--- config.mk ---
export PLATFORM = sky130hd
export DESIGN_NAME = wb_ram_arbiter
export DESIGN_NICKNAME = d
export VERILOG_FILES = /design/src/rtl/wb_ram_arbiter.sv
export SDC_FILE = /design/constraint.sdc
export NUM_CORES = 1
export LEC_CHECK = 0
export BUFFER_PORTS_ARGS = -buffer_cell sky130_fd_sc_hd__buf_2
export CORE_AREA = 3 3 123 125
export CTS_CLUSTER_SIZE = 25
export DETAILED_ROUTE_END_ITERATION = 10
export DIE_AREA = 0 0 126 128
export GPL_ROUTABILITY_DRIVEN = 0
export PLACE_DENSITY = 0.49
export SLEW_MARGIN = 20
export SYNTH_ARGS = -nofsm -noshare
export SYNTH_HDL_FRONTEND = slang
export SYNTH_SLANG_ARGS = --single-unit
--- constraint.sdc ---
create_clock -name wb_clk_i -period 4.1 [get_ports wb_clk_i]
set_input_delay 0.41 -clock wb_clk_i [delete_from_list [all_inputs] [get_ports wb_clk_i]]
set_output_delay 0.41 -clock wb_clk_i [all_outputs]
set_load 0.02 [all_outputs]
--- src/rtl/wb_ram_arbiter.sv ---
// Two-master Wishbone arbiter in front of a single wb_ram slave port.
// Define WB_ARB_TIMEOUT_EN to build in the stalled-strobe watchdog.
module wb_ram_arbiter #(
  parameter int PRIO_FIXED = 0,
  parameter int TIMEOUT    = 64
) (
  input  logic        wb_clk_i,
  input  logic        wb_rst_i,
  input  logic [31:0] m0_adr_i,
  input  logic [31:0] m0_dat_i,
  input  logic [3:0]  m0_sel_i,
  input  logic        m0_we_i,
  input  logic        m0_cyc_i,
  input  logic        m0_stb_i,
  input  logic        m0_instr_i,
  output logic        m0_ack_o,
  output logic        m0_err_o,
  output logic [31:0] m0_dat_o,
  input  logic [31:0] m1_adr_i,
  input  logic [31:0] m1_dat_i,
  input  logic [3:0]  m1_sel_i,
  input  logic        m1_we_i,
  input  logic        m1_cyc_i,
  input  logic        m1_stb_i,
  output logic        m1_ack_o,
  output logic        m1_err_o,
  output logic [31:0] m1_dat_o,
  output logic [31:0] s_adr_o,
  output logic [31:0] s_dat_o,
  output logic [3:0]  s_sel_o,
  output logic        s_we_o,
  output logic        s_cyc_o,
  output logic        s_stb_o,
  output logic        s_instr_o,
  input  logic        s_ack_i,
  input  logic [31:0] s_dat_i,
  output logic [1:0]  gnt_o
);

  typedef enum logic [1:0] {IDLE, OWN0, OWN1} state_t;

  localparam logic [7:0] TO_LAST = 8'(TIMEOUT - 1);

  state_t r_state, w_next;
  logic   r_last, w_last_next;
  logic   w_timeout;

  always_ff @(posedge wb_clk_i) begin
    if (wb_rst_i) begin
      r_state <= IDLE;
      r_last  <= 1'b1;
    end else begin
      r_state <= w_next;
      r_last  <= w_last_next;
    end
  end

  always_comb begin
    w_next      = r_state;
    w_last_next = r_last;
    case (r_state)
      IDLE: begin
        // On a tie, round-robin hands the bus to whoever did not own it last.
        if (m0_cyc_i && m1_cyc_i)
          w_next = (PRIO_FIXED != 0 || r_last) ? OWN0 : OWN1;
        else if (m0_cyc_i)
          w_next = OWN0;
        else if (m1_cyc_i)
          w_next = OWN1;
      end
      OWN0: begin
        if (!m0_cyc_i) begin
          w_next      = IDLE;
          w_last_next = 1'b0;
        end
      end
      OWN1: begin
        if (!m1_cyc_i) begin
          w_next      = IDLE;
          w_last_next = 1'b1;
        end
      end
      default: w_next = IDLE;
    endcase
  end

  always_comb begin
    s_adr_o   = '0;
    s_dat_o   = '0;
    s_sel_o   = '0;
    s_we_o    = 1'b0;
    s_cyc_o   = 1'b0;
    s_stb_o   = 1'b0;
    s_instr_o = 1'b0;
    m0_ack_o  = 1'b0;
    m1_ack_o  = 1'b0;
    m0_err_o  = 1'b0;
    m1_err_o  = 1'b0;
    case (r_state)
      OWN0: begin
        s_adr_o   = m0_adr_i;
        s_dat_o   = m0_dat_i;
        s_sel_o   = m0_sel_i;
        s_we_o    = m0_we_i;
        s_cyc_o   = m0_cyc_i;
        s_stb_o   = m0_stb_i & ~w_timeout;
        s_instr_o = m0_instr_i;
        m0_ack_o  = s_ack_i;
        m0_err_o  = w_timeout;
      end
      OWN1: begin
        s_adr_o   = m1_adr_i;
        s_dat_o   = m1_dat_i;
        s_sel_o   = m1_sel_i;
        s_we_o    = m1_we_i;
        s_cyc_o   = m1_cyc_i;
        s_stb_o   = m1_stb_i & ~w_timeout;
        m1_ack_o  = s_ack_i;
        m1_err_o  = w_timeout;
      end
      default: ;
    endcase
  end

  assign m0_dat_o = s_dat_i;
  assign m1_dat_o = s_dat_i;
  assign gnt_o    = {r_state == OWN1, r_state == OWN0};

`ifdef WB_ARB_TIMEOUT_EN
  logic [7:0] r_wd;
  logic       w_mstb;
  logic       w_stall;

  assign w_mstb    = (r_state == OWN0) ? m0_stb_i :
                     (r_state == OWN1) ? m1_stb_i : 1'b0;
  assign w_stall   = w_mstb & ~s_ack_i;
  assign w_timeout = w_stall && (r_wd == TO_LAST);

  always_ff @(posedge wb_clk_i) begin
    if (wb_rst_i || !w_stall || w_timeout)
      r_wd <= '0;
    else
      r_wd <= r_wd + 8'd1;
  end
`else
  logic w_unused_timeout;
  assign w_timeout        = 1'b0;
  assign w_unused_timeout = ^TO_LAST;
`endif

endmodule

==> run summary <==
* **number of buffers inserted during clock tree synthesis** 3
* **Netlist Area Pre-Place** 1829 um2
* **worst path setup slack after routing** 1806 ps
* **register area share after synthesis** 3.283%
* **maximum number of pins on one net before global-route repair** 72
* **worst slew margin relative to its limit** 63.01%
* **leakage power** 1.343 nW
* **Std-Cell Core Area** 13,990 um2
* **mean instance size in the synthesized netlist** 7.009 um2
* **power after layout** 0.7564 mW
* **Starting Density** 13.08%
* **Synthesis Warnings** 0
* **Max stage delay on crit path** 420 ps
* **type of the worst setup path** reg2out
* **clk slew on worst S/H paths** 30 ps
* **internal power** 0.4088 mW
* **CTS hold repair buffers** 0
* **number of pins exceeding their max-slew limit in the final report** 0
* **Iteration-0 DRC Markers** 125
* **GRT Util Overall** 8.797%
* **number of diodes** 0
* **number of instances resized during post-cts repair** 0
* **worst-case clock buffer depth** 2
* **Final HPWL DP** 6358 um
* **number of antenna violations at the first check in global routing** 0
* **maximum net fanout on the critical path** 44
* **library cells used by synthesis** 22
* **CP top delay family** buffers and inverters
* **Final Instance Area** 2690 um2
* **total placed cells including tap cells** 577
* **sum of buffers and inverters on the critical path** 3
* **clock network fraction of total power** 20.5%
* **die area** 16,130 um2
* **Worst EP arrival** 1880 ps
* **ordered list of cells on the worst path** inv_1, ha_2, buf_4, a22oi_1, nor2b_1, buf_2
* **I/O pin count** 320
* **cell type with the highest aggregate area in the netlist** sky130_fd_sc_hd__a22oi_1
* **grt total ovfl** 0
* **switching share of power** 45.95%
* **kind of start point of the critical path** flip-flop
* **net switching power** 0.3476 mW
* **vias in the first global route** 2,158
* **top cells by area, synth** sky130_fd_sc_hd__a22oi_1 29%, sky130_fd_sc_hd__buf_4 27%, sky130_fd_sc_hd__nor2b_1 25%, sky130_fd_sc_hd__ha_1 3.4%, sky130_fd_sc_hd__dfxtp_1 3.3%
* **Site Rows** 43
* **non-filler instance count after layout** 581
* **floorplan die height** 128 um
* **chip width** 126 um
* **largest vdd supply drop** 0.0001555 V
* **area of placed instances** 2601 um2
* **CP Capture Type** output pin
* **synthesis-to-finish area growth** 47.06%
* **number of storage elements in the synthesis netlist** 3
* **layout net count** 585
* **RSZ-0062 raised after global routing** false
* **TritonCTS clock tree** done
* **Flop pwr share** 5.1%
* **minimum clock period after layout** 2294 ps
* **clock skew** 0.3843 ps
* **setup TNS after final layout** 0 ps
* **ratio of cells with drive above 1 in the final layout** 58.10%
* **clock insertion delay at the later pin of the skew report** 220 ps
* **timing-limited maximum frequency** 435.9 MHz
* **overall via count from detail_route** 2,292
* **Req. time, crit path** 3690 ps
* **pre-CTS setup slack** 1719 ps
* **total length of routed wires** 7874 um
* **CTS H-tree depth** 1
* **Root Buffer** sky130_fd_sc_hd__clkbuf_16
* **internal reg-to-reg setup slack** 2400 ps
* **via density per instance** 3.945
* **P per Cell Area** 281.2 nW/um2
* **total clock sinks** 3
* **smallest hold slack** 431.0 ps
* **actual slew at the worst max-slew pin** 554.9 ps
* **worst hold path type** in2reg
* **Slowest-stage cell, CP** sky130_fd_sc_hd__buf_4
* **Setup-failing EPs final** 0
* **status** completed
* **total count of hold-check failures in the final report** 0
* **Setup Fix Bufs, Post-CTS** 0
* **top cell type's share of synthesized area** 28.73%
* **Post-DRT Antenna Nets** 0
* **number of detailed-routing iterations run before antenna repair** 4
* **part of the total power dissipated in combinational logic** 74.4%
* **Post-route DRC** 0
* **post-layout util** 19.23%
* **total of max-cap violations** 0
* **WL/cell** 13.55 um
* **final cycle utilization of the critical path** 55.96%
* **wire length of the first global-routing pass** 11,520 um
* **Gate Count Post-Synth** 261
* **number of port buffers** 221
## logic make-up after synthesis
group / Yosys count / synth area share (%)
flops: 3 / 3.283
buf+inv: 93 / 33.45
fa+ha+maj: 5 / 3.420
mux: 1 / 0.5472
compound gates: 76 / 31.12
simple gates: 82 / 27.98
other cells: 1 / 0.2050
## cells in the final DEF, fill, tap and decap left out
cell type | Yosys | layout
sky130_fd_sc_hd__clkbuf_1 | 14 | 1
sky130_fd_sc_hd__a21o_1 | 1 | 1
sky130_fd_sc_hd__and2_2 | 2 | 2
sky130_fd_sc_hd__ha_4 | 0 | 1
sky130_fd_sc_hd__nor2b_1 | 73 | 73
sky130_fd_sc_hd__nand2_1 | 2 | 2
sky130_fd_sc_hd__buf_2 | 9 | 221
sky130_fd_sc_hd__a221o_1 | 1 | 1
sky130_fd_sc_hd__a21oi_1 | 1 | 1
sky130_fd_sc_hd__o31ai_1 | 1 | 1
sky130_fd_sc_hd__clkbuf_16 | 0 | 3
sky130_fd_sc_hd__buf_4 | 67 | 4
sky130_fd_sc_hd__ha_2 | 0 | 2
sky130_fd_sc_hd__a22oi_1 | 70 | 70
sky130_fd_sc_hd__conb_1 | 1 | 2
sky130_fd_sc_hd__or4b_1 | 1 | 1
sky130_fd_sc_hd__ha_1 | 5 | 2
sky130_fd_sc_hd__o21ai_0 | 1 | 1
sky130_fd_sc_hd__nand2b_1 | 1 | 1
sky130_fd_sc_hd__a22o_1 | 1 | 1
sky130_fd_sc_hd__mux2i_1 | 1 | 1
sky130_fd_sc_hd__and2_1 | 2 | 2
sky130_fd_sc_hd__nor2_1 | 1 | 1
sky130_fd_sc_hd__inv_1 | 3 | 3
sky130_fd_sc_hd__dfxtp_1 | 3 | 3
## layer usage
metal | vias up | wire length (um) | track usage (%)
li1 | 1123 | - | -
met1 | 999 | 2905 | 10.05
met5 | - | 0 | 0
met4 | 0 | 215 | 3.785
met3 | 27 | 765 | 1.750
met2 | 143 | 3987 | 15.90
## layout make-up
class,count,area [um2]
Timing Repair Buffer,225,1136
Multi-Input combinational cell,166,1179
Tap cell,180,225.2
Clock buffer,4,78.83
Fill cell,1634,11300
Sequential cell,3,60.06
Inverter,3,11.26
## synth_stat cells, drive strengths merged
master,number
a221o,1
mux2i,1
dfxtp,3
buf,76
nor2,1
nand2,2
o21ai,1
ha,5
o31ai,1
a21oi,1
nor2b,73
a22o,1
a22oi,70
or4b,1
nand2b,1
conb,1
inv,3
clkbuf,14
and2,4
a21o,1
## power groups by stage
stage | sequential (mW) | combinational (mW) | clock [mW]
after floorplan | 0.0378 | 0.466 | 0
after global placement | 0.0385 | 0.572 | 0
after detailed placement | 0.0388 | 0.569 | 0
after CTS | 0.0384 | 0.570 | 0.158
after global routing | 0.0393 | 0.629 | 0.160
final | 0.0386 | 0.563 | 0.155
## state kept, by name, indices dropped and copies added, names as in the netlist
register / count
r_last: 1
r_state: 2
## final timing paths
| kind | endpoint | startpoint | cells after the start |
|---|---|---|---|
| max | s_adr_o[27] | r_state[0] | 6 |
| max reg2reg | r_state[0] | r_state[0] | 5 |
| min | r_state[0] | wb_rst_i | 2 |
| min reg2reg | r_last | r_last | 1 |
(Power assumes the default switching activity.)
